### config.mk
export PLATFORM = sky130hd
export DESIGN_NAME = mem_wb_stage
export DESIGN_NICKNAME = d
export VERILOG_FILES = /design/src/rtl/cpu_pkg.sv /design/src/rtl/load_align.sv /design/src/rtl/mem_wb_stage.sv
export SDC_FILE = /design/constraint.sdc
export NUM_CORES = 1
export LEC_CHECK = 0
export ABC_AREA = 1
export CAP_MARGIN = 30
export CORE_MARGIN = 3
export CORE_UTILIZATION = 40
export DETAILED_ROUTE_END_ITERATION = 8
export PLACE_DENSITY = 0.84
export SLEW_MARGIN = 20
export SYNTH_ARGS = -nofsm -noshare
export SYNTH_HDL_FRONTEND = slang
export SYNTH_HIERARCHICAL = 1
export SYNTH_SLANG_ARGS = --single-unit
### constraint.sdc
create_clock -name clk -period 2.4 [get_ports clk]
set_input_delay 0.24 -clock clk [delete_from_list [all_inputs] [get_ports clk]]
set_output_delay 0.24 -clock clk [all_outputs]
set_load 0.005 [all_outputs]
### src/rtl/cpu_pkg.sv
// Shared types and constants for the in-order MIPS core pipeline.
package cpu_pkg;

  localparam int unsigned BE_W = 4;

  localparam logic [2:0] LT_LW  = 3'd0;
  localparam logic [2:0] LT_LB  = 3'd1;
  localparam logic [2:0] LT_LBU = 3'd2;
  localparam logic [2:0] LT_LH  = 3'd3;
  localparam logic [2:0] LT_LHU = 3'd4;
  localparam logic [2:0] LT_LWL = 3'd5;
  localparam logic [2:0] LT_LWR = 3'd6;

  typedef enum logic [1:0] {
    S_IDLE  = 2'd0,
    S_WAIT  = 2'd1,
    S_DRAIN = 2'd2
  } mem_state_t;

endpackage

### src/rtl/load_align.sv
// Little-endian load data alignment and GPR byte enables, including LWL/LWR merge.
module load_align
  import cpu_pkg::*;
(
  input  logic [2:0]      load_type,
  input  logic [1:0]      a,
  input  logic [31:0]     m,
  input  logic [31:0]     rt_data,
  output logic [31:0]     data,
  output logic [BE_W-1:0] byte_en
);

  logic [31:0] m_right;
  logic [31:0] m_left;
  logic [7:0]  sel_byte;
  logic [15:0] sel_half;

  assign m_right  = m >> {a, 3'b000};
  assign m_left   = m << {~a, 3'b000};
  assign sel_byte = m_right[7:0];
  assign sel_half = a[1] ? m[31:16] : m[15:0];

  always_comb begin
    data    = m;
    byte_en = '1;
    case (load_type)
      LT_LB:  data = {{24{sel_byte[7]}}, sel_byte};
      LT_LBU: data = {24'h0, sel_byte};
      LT_LH:  data = {{16{sel_half[15]}}, sel_half};
      LT_LHU: data = {16'h0, sel_half};
      LT_LWL: begin
        byte_en = 4'b1111 << ~a;
        for (int unsigned i = 0; i < BE_W; i++)
          data[8*i +: 8] = byte_en[i] ? m_left[8*i +: 8] : rt_data[8*i +: 8];
      end
      LT_LWR: begin
        byte_en = 4'b1111 >> a;
        for (int unsigned i = 0; i < BE_W; i++)
          data[8*i +: 8] = byte_en[i] ? m_right[8*i +: 8] : rt_data[8*i +: 8];
      end
      default: data = m;
    endcase
  end

endmodule

### src/rtl/mem_wb_stage.sv
// Memory-access completion stage and MEM/WB register: waits for load data,
// aligns it, and handles flush while a memory response is still owed.
module mem_wb_stage
  import cpu_pkg::*;
#(
  parameter int unsigned DW = 32,
  parameter int unsigned RA = 5
) (
  input  logic          clk,
  input  logic          resetn,
  input  logic          exmem_valid,
  input  logic [RA-1:0] exmem_rd_addr,
  input  logic [3:0]    exmem_byte_en,
  input  logic [DW-1:0] exmem_result,
  input  logic          exmem_is_load,
  input  logic [2:0]    exmem_load_type,
  input  logic [DW-1:0] exmem_rt_data,
  input  logic [4:0]    exmem_cp0_dst_addr,
  input  logic          exmem_cp0_w_en_out,
  input  logic [DW-1:0] dmem_rdata,
  input  logic          dmem_data_ok,
  input  logic          flush,
  output logic          mem_stall,
  output logic [RA-1:0] memwb_rd_addr,
  output logic [3:0]    memwb_byte_en,
  output logic [DW-1:0] memwb_data,
  output logic [4:0]    memwb_cp0_dst_addr,
  output logic          memwb_cp0_w_en
);

  mem_state_t state_q, state_d;
  logic       ld_req;
  logic       capture_alu;
  logic       capture_ld;
  logic [31:0]     al_data;
  logic [BE_W-1:0] al_be;

  assign ld_req = exmem_valid & exmem_is_load;

  load_align u_load_align (
    .load_type (exmem_load_type),
    .a         (exmem_result[1:0]),
    .m         (dmem_rdata),
    .rt_data   (exmem_rt_data),
    .data      (al_data),
    .byte_en   (al_be)
  );

  always_comb begin
    state_d     = state_q;
    capture_alu = 1'b0;
    capture_ld  = 1'b0;
    case (state_q)
      S_IDLE: begin
        if (!flush && ld_req) begin
          if (dmem_data_ok) capture_ld = 1'b1;
          else              state_d    = S_WAIT;
        end else if (!flush && exmem_valid) begin
          capture_alu = 1'b1;
        end
      end
      S_WAIT: begin
        // A flush racing the response drops it; otherwise the response is still owed.
        if (flush) begin
          state_d = dmem_data_ok ? S_IDLE : S_DRAIN;
        end else if (dmem_data_ok) begin
          capture_ld = 1'b1;
          state_d    = S_IDLE;
        end
      end
      S_DRAIN: begin
        if (dmem_data_ok) state_d = S_IDLE;
      end
      default: state_d = S_IDLE;
    endcase
  end

  assign mem_stall = (state_q != S_IDLE) |
                     (ld_req & ~dmem_data_ok & ~flush);

  always_ff @(posedge clk) begin
    if (!resetn) begin
      state_q            <= S_IDLE;
      memwb_rd_addr      <= '0;
      memwb_byte_en      <= '0;
      memwb_data         <= '0;
      memwb_cp0_dst_addr <= '0;
      memwb_cp0_w_en     <= 1'b0;
    end else begin
      state_q <= state_d;
      if (capture_alu) begin
        memwb_rd_addr      <= exmem_rd_addr;
        memwb_byte_en      <= exmem_byte_en;
        memwb_data         <= exmem_result;
        memwb_cp0_dst_addr <= exmem_cp0_dst_addr;
        memwb_cp0_w_en     <= exmem_cp0_w_en_out;
      end else if (capture_ld) begin
        memwb_rd_addr      <= exmem_rd_addr;
        memwb_byte_en      <= (|exmem_byte_en) ? al_be : '0;
        memwb_data         <= al_data;
        memwb_cp0_dst_addr <= exmem_cp0_dst_addr;
        memwb_cp0_w_en     <= exmem_cp0_w_en_out;
      end else begin
        memwb_rd_addr      <= '0;
        memwb_byte_en      <= '0;
        memwb_data         <= '0;
        memwb_cp0_dst_addr <= '0;
        memwb_cp0_w_en     <= 1'b0;
      end
    end
  end

endmodule

==> metrics.md, run 1 <==
| Metric | Value |
|---|---|
| H-tree levels | `2` |
| Period utilization | `80.2%` |
| Comb power frac | `37.1%` |
| Effective utilization at floorplan | `roughly two fifths` |
| First-pass GRT wire length | `24100 um` |
| Max-Cap Viols | `0` |
| Sequential-to-total area share from yosys stat | `23.9%` |
| Design area | `6070 um2` |
| Post-synthesis mux area share | `0%` |
| Largest net degree at the start of global routing | `42` |
| WP data arrival | `about 2.2 ns` |
| Remaining global-route overflow | `0` |
| Capturing element type of the critical path | `register` |
| DRC viols | `0` |
| Die height | `107 um` |
| Final min period | `1.92 ns` |
| Longest Clk Path Bufs | `2` |
| Distinct cells, synth | `28` |
| Status | `finished, final reports clean` |
| Antenna Violating Nets Remaining | `0` |
| WL final | `15700 um` |
| Slew @ Worst Pin | `~0.68 ns` |
| RR Endpoint | `memwb_data[28]$_SDFF_PN0_` |
| Kind of critical path | `in -> reg` |
| Via count | `about 5600` |
| Syn Nets | `872` |
| Sw Ratio | `33.2%` |
| Max incr delay on CP | `0.53 ns` |
| Initial drt markers | `494` |
| Core area | `9860 um2` |
| TritonCTS Sinks | `49` |
| CTS tree | `built` |
| Final core utilization | `about three fifths` |
| Post-Syn Area per Cell | `5.45 um2` |
| Placer congestion estimate | `1.00` |
| Initial antenna violation count | `0` |
| Setup_tns | `0 ns` |
| Buf/Inv on CP | `3` |
| Number of global-route vias before repair | `5034` |
| Routed wire length per instance | `15.0 um` |
| Placed Area | `5950 um2` |
| Syn-to-layout area delta | `47.9%` |
| HP Class | `in -> reg` |
| Required @ worst endpoint | `2.63 ns` |
| Via/cell ratio | `5.30` |
| Fin Clk Skew | `0.0106 ns` |
| Hold Vio Cnt, Final | `0` |
| Post-synth ARST share | `0%` |
| Pleak | `0.00281 uW` |
| I/O Buffers | `167` |
| Worst Hold Depth | `3` |
| CP Launch Point | `exmem_result[1]` |
| VDD IR-drop max | `0.000207 V` |
| Aggregate global-route resource usage | `25.9%` |
| Clock transition at path regs | `about 0.10 ns` |
| WHS Endpoint | `memwb_rd_addr[3]$_SDFF_PN0_` |
| Clock power frac | `a little over a quarter` |
| Critical-path top delay cell | `clkdlybuf4s50_1` |
| Cell-by-cell trace of the critical path | `clkdlybuf4s50_1, buf_12, nand2_1, o21ai_0, nand2_1, buf_4, nand3_1, nor2_1, nand2_1, nand2_1, a21oi_1` |
| Int Power | `1550 uW` |
| Filler instances | `around 940` |
| Layout cells sized above 1 | `between 7 and 8%` |
| Clk Tree Root Cell | `clkbuf_8` |
| Stages on worst setup path | `11` |
| Type of origin of the critical path | `input port` |
| Warnings, synthesis | `6` |
| Rel. slew slack | `54.8%` |
| Final nets | `between 1000 and 1500` |
| Reg power frac | `between 30% and 40%` |
| Reg2reg path depth | `5` |
| # resized after CTS | `0` |
| Most frequent CP cell | `nand2_1` |
| Hold-fix buffers at CTS | `0` |
| Hold WS | `roughly 0.46 ns` |
| Worst hold start | `exmem_rd_addr[3]` |
| CTS buffer count | `5` |
| Post-Synthesis Cells | `roughly 750` |
| RSZ-0062 raised after global routing | `no` |
| R2R Setup Slk | `0.94 ns` |
| Achievable Freq | `0.519 GHz` |
| Clock latency on the worst-skew pair | `0.31 ns` |
| R2R Path Start | `state_q[1]$_SDFFE_PN0P_` |
| PwrDens | `~380 nW/um2` |
| TritonRoute pass-1 iters | `5` |
| Synth Area in Adders | `0%` |
| Crit-path max FO | `41` |
| Number of placed I/O pins | `168` |
| Synth Flop Type | `dfxtp_1` |
| Main combinational cell family by area after synthesis | `simple AND/OR/NAND/NOR gates` |
| Net Sw Power | `773 uW` |
| Delay-heaviest family, CP | `buffers and inverters` |
| Post-Synth XOR/XNOR Area | `0%` |
| Setup violations, final | `0` |
| Die width | `107 um` |
| Flop and latch count out of synthesis | `49` |
| Pins Over Slew Limit | `0` |
| Combined area of all synthesized cells | `4100 um2` |
| Post-CTS setup buffers | `0` |
| EDFF count, synth | `0` |
| Site Rows | `36` |
| Full die area | `11500 um2` |
| Post-synthesis simple-gate area fraction | `between 50 and 60%` |
| Placed wire-length estimate | `12100 um` |
| Antenna cells | `0` |
| Compound-cell area share of the yosys netlist | `12.3%` |
==> cells by family (layout without fill, tap and decap cells) <==
family,after synthesis,count (layout)
flip-flops,49,49
AND/OR/NAND/NOR,512,512
AO/OA/AOI/OAI,94,94
buffers and inverters,97,262
==> layer usage <==
layer  wire length [um]  track usage (%)  up-vias
li1                   -                -     2723
met1               6270             33.2     2395
met2               6960             41.5      382
met3               1880             6.12       62
met4                632             11.3        0
met5                  0                0        -
==> final cells by class <==
| class | instances | area [um2] | area share (%) |
|---|---|---|---|
| repair buffers | 196 | 1930 | 31.8 |
| flip-flops and latches | 49 | 981 | 16.2 |
| clock buffers | 5 | 68.8 | 1.13 |
| clock inverters | 3 | 43.8 | 0.722 |
| multi-input cells | 606 | 2660 | 43.9 |
| well taps | 133 | 166 | 2.74 |
| inverters | 58 | 218 | 3.59 |
==> flip-flops by register name, indices dropped and copies added (netlist names) <==
register            cells
memwb_rd_addr           5
memwb_cp0_dst_addr      5
memwb_cp0_w_en          1
state_q                 2
memwb_byte_en           4
memwb_data             32
==> through the flow <==
| step | total power, uW | instances | setup slack (ns) |
|---|---|---|---|
| 2_1_floorplan | 1290 | 752 | 1.10 |
| 3_3_place_gp | 1710 | 1042 | 0.238 |
| 3_5_place_dp | 1710 | 1042 | 0.198 |
| 4_1_cts | 2310 | 1050 | 0.523 |
| 5_1_grt | 2430 | 1050 | 0.388 |
| 6_report | 2330 | 1050 | 0.475 |
==> tightest hold or removal path, stage by stage <==
cell and delay, ns:
clkdlybuf4s50_1 0.39, nand3_1 0.07, inv_1 0.03
==> worst max-delay path by stage <==
stage                                   to  slack (ns)
6_report         memwb_data[28]$_SDFF_PN0_        0.48
5_1_grt          memwb_data[24]$_SDFF_PN0_        0.39
4_1_cts           memwb_data[3]$_SDFF_PN0_        0.52
3_5_place_dp      memwb_data[3]$_SDFF_PN0_        0.20
3_3_place_gp      memwb_data[3]$_SDFF_PN0_        0.24
2_1_floorplan  memwb_byte_en[2]$_SDFF_PN0_        1.10
==> cell usage after synthesis (4+ instances only) <==
cell / n / area, um2
buf_6: 8 / 90.1
a21oi_2: 4 / 35.0
nor2_1: 95 / 357
nand2_1: 284 / 1070
inv_1: 48 / 180
nand3_1: 114 / 571
a21oi_1: 47 / 235
o21ai_1: 4 / 20.0
inv_2: 10 / 37.5
nor2_2: 5 / 31.3
a21boi_0: 4 / 30.0
o21ai_0: 32 / 160
buf_2: 19 / 95.1
clkbuf_1: 7 / 26.3
dfxtp_1: 49 / 981
==> layout by cell type (no fill, tap or decap), drive strengths merged <==
| cell type | instances |
|---|---|
| nand3b | 3 |
| a21oi | 51 |
| inv | 59 |
| bufinv | 1 |
| nor2 | 101 |
| clkbuf | 5 |
| clkdlybuf4s50 | 167 |
| o21ai | 37 |
| nand2 | 288 |
| a21boi | 4 |
| nand4 | 2 |
| dfxtp | 49 |
| clkinv | 1 |
| nor4 | 1 |
| o211ai | 2 |
| buf | 29 |
| nand3 | 116 |
| nor3 | 1 |
==> power by group through the flow <==
stage          clock network, uW  logic [uW]  registers, uW
2_1_floorplan                  0         417            869
3_3_place_gp                   0         840            866
3_5_place_dp                   0         841            866
4_1_cts                      622         845            847
5_1_grt                      651         935            849
6_report                     615         864            847
Power figures use the tool's default switching activity.
==> run 2: changes to the inputs <==
- PLACE_DENSITY: 0.84 -> 0.87
- clock period: 2.4 -> 1.6 ns (I/O delays scaled with it)
==> metrics.md, run 2 (synthesis gave the netlist of run 1 again) <==
| Metric | Value |
|---|---|
| Slew @ Worst Pin | `0.470 ns (-0.207 ns)` |
| Core area | `9860 um2 (unchanged)` |
| Reg power frac | `35.3% (-1.1 points)` |
| VDD IR-drop max | `0.000389 V (+88%)` |
| Largest Register | `memwb_data` |
| Final non-filler cell total | `1100 (+4.8%)` |
| Setup WS post-layout | `0.118 ns (-0.357 ns)` |
| Final min period | `1.48 ns` |
| Clock power frac | `25.3% (-1.1 points)` |
| Layout cells sized above 1 | `12.3% (+5.1 points)` |
| Hold-fix buffers at CTS | `0 (unchanged)` |
| Worst hold start | `exmem_rd_addr[0]` |
| Clock transition at path regs | `0.10 ns (about the same)` |
| RR Endpoint | `memwb_cp0_dst_addr[4]$_SDFF_PN0_` |
| Routed wire length per instance | `15.2 um (+1.5%)` |
| Net Sw Power | `1190 uW (+54%)` |
| HP Class | `in -> reg` |
| Site Rows | `36 (unchanged)` |
| Largest net degree at the start of global routing | `37 (-12%)` |
| CTS tree | `built` |
| Number of flip-flops under the largest register name | `32 (unchanged)` |
| Worst Hold Depth | `3 (unchanged)` |
| WL final | `16700 um (+6.3%)` |
| Type of origin of the critical path | `input port` |
| WHS Endpoint | `memwb_rd_addr[0]$_SDFF_PN0_` |
| Full die area | `11500 um2 (unchanged)` |
| Max-Cap Viols | `0 (unchanged)` |
| Kind of critical path | `in -> reg` |
| Most frequent cells in the layout | `nand2_1, clkdlybuf4s50_1, nand3_1, nor2_1, buf_4` |
| TritonRoute pass-1 iters | `5 (unchanged)` |
| Antenna cells | `0 (unchanged)` |
| Syn-to-layout area delta | `58.8%` |
| Rel. slew slack | `68.5% (+14 points)` |
| Dpl cells | `1092 (+4.8%)` |
| Clk Tree Root Cell | `clkbuf_8` |
| Placer congestion estimate | `1.01 (+0.84%)` |
| Aggregate global-route resource usage | `28.8% (+2.8 points)` |
| Fin Clk Skew | `0.0107 ns (+0.000161 ns)` |
| Number of global-route vias before repair | `5388 (+7.0%)` |
| R2R Setup Slk | `0.25 ns (-0.69 ns)` |
| WP data arrival | `1.71 ns (-0.45 ns)` |
| Die width | `107 um (unchanged)` |
| Number of placed I/O pins | `168 (unchanged)` |
| Achievable Freq | `0.675 GHz` |
| Crit-path max FO | `3 (-93%)` |
| Die height | `107 um (unchanged)` |
| GR Layer Usage met1 | `38.3% (+5.0 points)` |
| TritonCTS Sinks | `49 (unchanged)` |
| Pleak | `0.00309 uW (+9.9%)` |
| Hold Vio Cnt, Final | `0 (unchanged)` |
| Most common cell after layout, fill and taps aside | `nand2_1` |
| I/O Buffers | `167 (unchanged)` |
| Clock latency on the worst-skew pair | `0.31 ns (about the same)` |
| Met2 usage in global routing | `45.4% (+4.0 points)` |
| Initial antenna violation count | `0 (unchanged)` |
| Effective utilization at floorplan | `41.6% (unchanged)` |
| Pre-CTS setup slack | `-0.412 ns (-0.611 ns)` |
| Int Power | `2410 uW (+55%)` |
| Final nets | `1086 (+4.8%)` |
| Biggest regs | `memwb_data x32, memwb_cp0_dst_addr x5, memwb_rd_addr x5` |
| Final core utilization | `66.0% (+4.5 points)` |
| Reg2reg path depth | `7 (+2)` |
| RSZ-0062 raised after global routing | `no` |
| CTS buffer count | `5 (unchanged)` |
| Capturing element type of the critical path | `register` |
| Remaining global-route overflow | `0 (unchanged)` |
| Placed wire-length estimate | `13200 um (+9.4%)` |
| Setup_tns | `0 ns (unchanged)` |
| Antenna Violating Nets Remaining | `0 (unchanged)` |
| Period utilization | `92.7%` |
| DRC viols | `0 (unchanged)` |
| First-pass GRT wire length | `26700 um (+10%)` |
| Busiest grt layer | `met2` |
| Sw Ratio | `33.1% (-0.14 points)` |
| H-tree levels | `2 (unchanged)` |
| Pins Over Slew Limit | `0 (unchanged)` |
| Via count | `5759 (+3.5%)` |
| PwrDens | `553 nW/um2 (+44%)` |
| Comb power frac | `39.4% (+2.3 points)` |
| Via/cell ratio | `5.24 (-1.2%)` |
| Longest Clk Path Bufs | `2 (unchanged)` |
| Status | `finished, final reports clean` |
| Required @ worst endpoint | `1.83 ns (-0.80 ns)` |
| R2R Path Start | `state_q[0]$_SDFFE_PN0P_` |
| Met3 GRT Util | `5.34% (-0.78 points)` |
| Setup violations, final | `0 (unchanged)` |
| Hold WS | `0.392 ns (-0.0705 ns)` |
| Initial drt markers | `632 (+28%)` |
[run 2: timing repair]
action | 4_1_cts | 5_1_grt
setup buffers | 0 | 0
endpoints found under the setup margin | 30 | 33
endpoints found under the hold margin | 0 | 0
pin swaps | 1 | 1
resized for setup | 15 | 2
[run 2: routing by layer]
layer	part of all wire (%)	wire length, um	up-vias
met5	0	0	-
met4	3.8	629	0
met3	11	1870	54
met2	44	7440	359
met1	41	6810	2514
li1	-	-	2832
[run 2: per-stage QoR]
stage          area (um2)  power, uW
2_1_floorplan        4100       1930
3_3_place_gp         6370       2670
3_5_place_dp         6370       2680
4_1_cts              6510       3570
5_1_grt              6510       3790
6_report             6510       3600
[run 2: cell type report]
cell class | count | area, um2
well taps | 133 | 166
fillers | 882 | 3350
clock buffers | 5 | 68.8
clock inverters | 3 | 43.8
flip-flops and latches | 49 | 981
repair buffers | 246 | 2350
inverters | 58 | 220
multi-input cells | 606 | 2690
[run 2: critical path, stage by stage]
cell and delay [ns]:
clkdlybuf4s50_1 0.52, inv_1 0.07, o21ai_1 0.21, nand2_1 0.13
nand2_1 0.12, buf_4 0.13, nor2_1 0.04, nand2_1 0.12
nand2_1 0.07, a21oi_1 0.14
[run 2: how the worst max path moves through the flow]
| stage | slack, ns | depth (start not counted) | end | from |
|---|---|---|---|---|
| after floorplan | 0.38 | 9 | memwb_byte_en[2]$_SDFF_PN0_ | exmem_load_type[1] |
| final | 0.12 | 10 | memwb_data[30]$_SDFF_PN0_ | dmem_rdata[15] |
| after global routing | 0.03 | 11 | memwb_data[3]$_SDFF_PN0_ | exmem_result[1] |
| after global placement | -0.38 | 11 | memwb_data[25]$_SDFF_PN0_ | exmem_result[0] |
| after detailed placement | -0.41 | 11 | memwb_data[28]$_SDFF_PN0_ | exmem_result[0] |
| after CTS | 0.03 | 9 | memwb_data[18]$_SDFF_PN0_ | exmem_load_type[1] |
[run 2: power by group through the flow]
| stage | registers (uW) | logic [uW] | clock network, uW |
|---|---|---|---|
| after detailed placement | 1300 | 1380 | 0 |
| after global routing | 1270 | 1550 | 966 |
| after global placement | 1300 | 1370 | 0 |
| final | 1270 | 1420 | 911 |
| after floorplan | 1300 | 625 | 0 |
| after CTS | 1270 | 1390 | 909 |
==> RTL change, RTL diff (config.mk and constraints of run 2) <==
Make the reset (`resetn`) asynchronous in one clocked block.
--- a/src/rtl/mem_wb_stage.sv
+++ b/src/rtl/mem_wb_stage.sv
@@ -80,3 +80,3 @@
 
-  always_ff @(posedge clk) begin
+  always_ff @(posedge clk or negedge resetn) begin
     if (!resetn) begin
Behaviour: differs if resetn is asserted again (counterexample within 4 cycles, from zero or initial values and one cycle with resetn low); with resetn held inactive, the same outputs for 10 cycles.
==> RTL change against run 2 <==
Critical path depth stayed put. Cell area increased by 4.5%. Cell count up 0.82%. Sequential cell count unchanged. Wire length grew 5.6%. Sequential share of layout area increased by 3.0 points. Power rose by 38%. Global-route usage decreased by 0.63 points. Non-clock buffer count fell by 2. Area after synthesis rose by 6.4%. Worst setup slack lost 0.027 ns. Critical path type unchanged. Critical endpoint is now memwb_data[23]. Largest power group unchanged. Highest routed layer unchanged.
==> RTL change: results (changes against run 2) <==
status complete, no violations; post-detail-place hpwl 13.9 mm (+5.7%); Clk Latency, worst-skew pair 0.31 ns (about the same); flop2flop setup slack 0.20 ns (-0.05 ns); first-pass GRT wire length 28.1 mm (+5.5%); cell count after synthesis 764 (+1.6%); fraction of registers with async set or reset after synthesis 1.00 (+1.00); vias in the first global route 5541 (+2.8%); largest cells by area after synthesis dfrtp_1, nand2_1, nand3_1; Routed WL 17.7 mm (+5.6%); final net count 1092 (+0.55%); CP peak stage delay 0.51 ns; family with the most delay on the worst path buffers and inverters; commonest cells in the netlist nand2_1, nand3_1, nor2_1, dfrtp_1, inv_1; slew margin rel. 0.628 (-0.0574); initial antenna violation count 0 (unchanged); Via-to-Cell Ratio 5.28 (+0.89%); Synthesis Warnings 6 (unchanged); largest registers memwb_data (32), memwb_cp0_dst_addr (5), memwb_rd_addr (5); CTS HTree Levels 2 (unchanged); GP Congestion 0.962 (-4.8%); Hold Path Class in -> async; clock slew at reported path FFs 0.10 ns (about the same); CP Max Fanout 4 (+1); sequential share of the synthesized area 0.281 (+0.0417); Place WS -0.357 ns (+0.0551 ns); pin count of the biggest net entering global routing 49 (+32%); share of cells above drive strength 1 0.115 (-0.00795); post-synthesis net count 884 (+1.4%); Clock Skews 0.00803 ns (-0.00270 ns); n_diodes 0 (unchanged); Root Buffer clkbuf_8; Port Buf Inserts 167 (unchanged); Overall Global Routing Usage 0.282 (-0.00634); critical path's slowest cell clkdlybuf4s50_1; Worst Setup SP dmem_rdata[31]; DRT iter0 DRCs 533 (-16%); Num CTS Buffers 5 (unchanged); CTS Buffer Depth 2 (unchanged); Worst Path Arrival 1.71 ns (about the same); first drt pass iteration count 6 (+1); top_reg_cell synth dfrtp_1; crit path to memwb_data[23]; r2r startpoint state_q[1]; Netlist cell types 26 (-7.1%); Lkg Pwr 3.52 nW (+14%); Highest Clock Rate 0.662 GHz (-1.8%); worst r2r path cells 6 (-1); Peak VDD IR 0.000616 V (+58%); Reg-to-Reg End memwb_data[18]; WL/cell 15.9 um (+4.8%)
## RTL change: cell types whose count changed in the layout (fill, tap and decap cells not counted), moves of 3 or more
cell	before	now
a21oi_1	46	14
a21oi_2	5	0
buf_4	70	67
dfrtp_1	0	49
dfxtp_1	49	0
dlygate4sd2_1	5	2
inv_1	46	34
nand2_1	284	306
nand3_1	114	149
nor2_4	2	5
## RTL change: routing by layer
layer	vias to the layer above	wire, um	global-route usage
met5	-	0	0
met4	0	465	0.0993
met3	37	1600	0.0460
met2	331	8550	0.479
met1	2632	7070	0.361
li1	2858	-	-
## RTL change: repair_timing
action,4_1_cts,5_1_grt
setup buffers,2,0
hold buffers,1,0
endpoints found under the hold margin,16,0
resized for setup,9,12
endpoints found under the setup margin,3,32
pin swaps,1,1
## RTL change: cell families (layout without fill, tap and decap cells)
kind of cell,after synthesis,count (layout),share of synthesized area
AOI/OAI and AO/OA,57,57,0.0696
and+or+nand+nor,572,572,0.553
buffers and inverters,86,295,0.0963
DFF,49,49,0.281
## RTL change: through the flow
| step | instance area, sq um | hold WS [ns] |
|---|---|---|
| finish | 6800 | 0.336 |
| detailed placement | 6590 | 0.134 |
| global route | 6800 | 0.360 |
| CTS | 6770 | 0.333 |
| global placement | 6590 | 0.132 |
| floorplan | 4370 | -0.136 |
## RTL change: cell type report
cell class | instances | area [sq um]
Inverter | 43 | 161
Fill cell | 953 | 3660
Clock inverter | 3 | 65.1
Clock buffer | 5 | 68.8
Timing Repair Buffer | 244 | 2340
Sequential cell | 49 | 1230
Multi-Input combinational cell | 629 | 2770
Tap cell | 136 | 170
## RTL change: report_power, final
group / switching, mW / leakage (nW) / internal [mW]
sequential: 0.0815 / 0.661 / 1.46
clock: 0.450 / 0.0681 / 0.621
combinational: 1.19 / 2.80 / 1.15
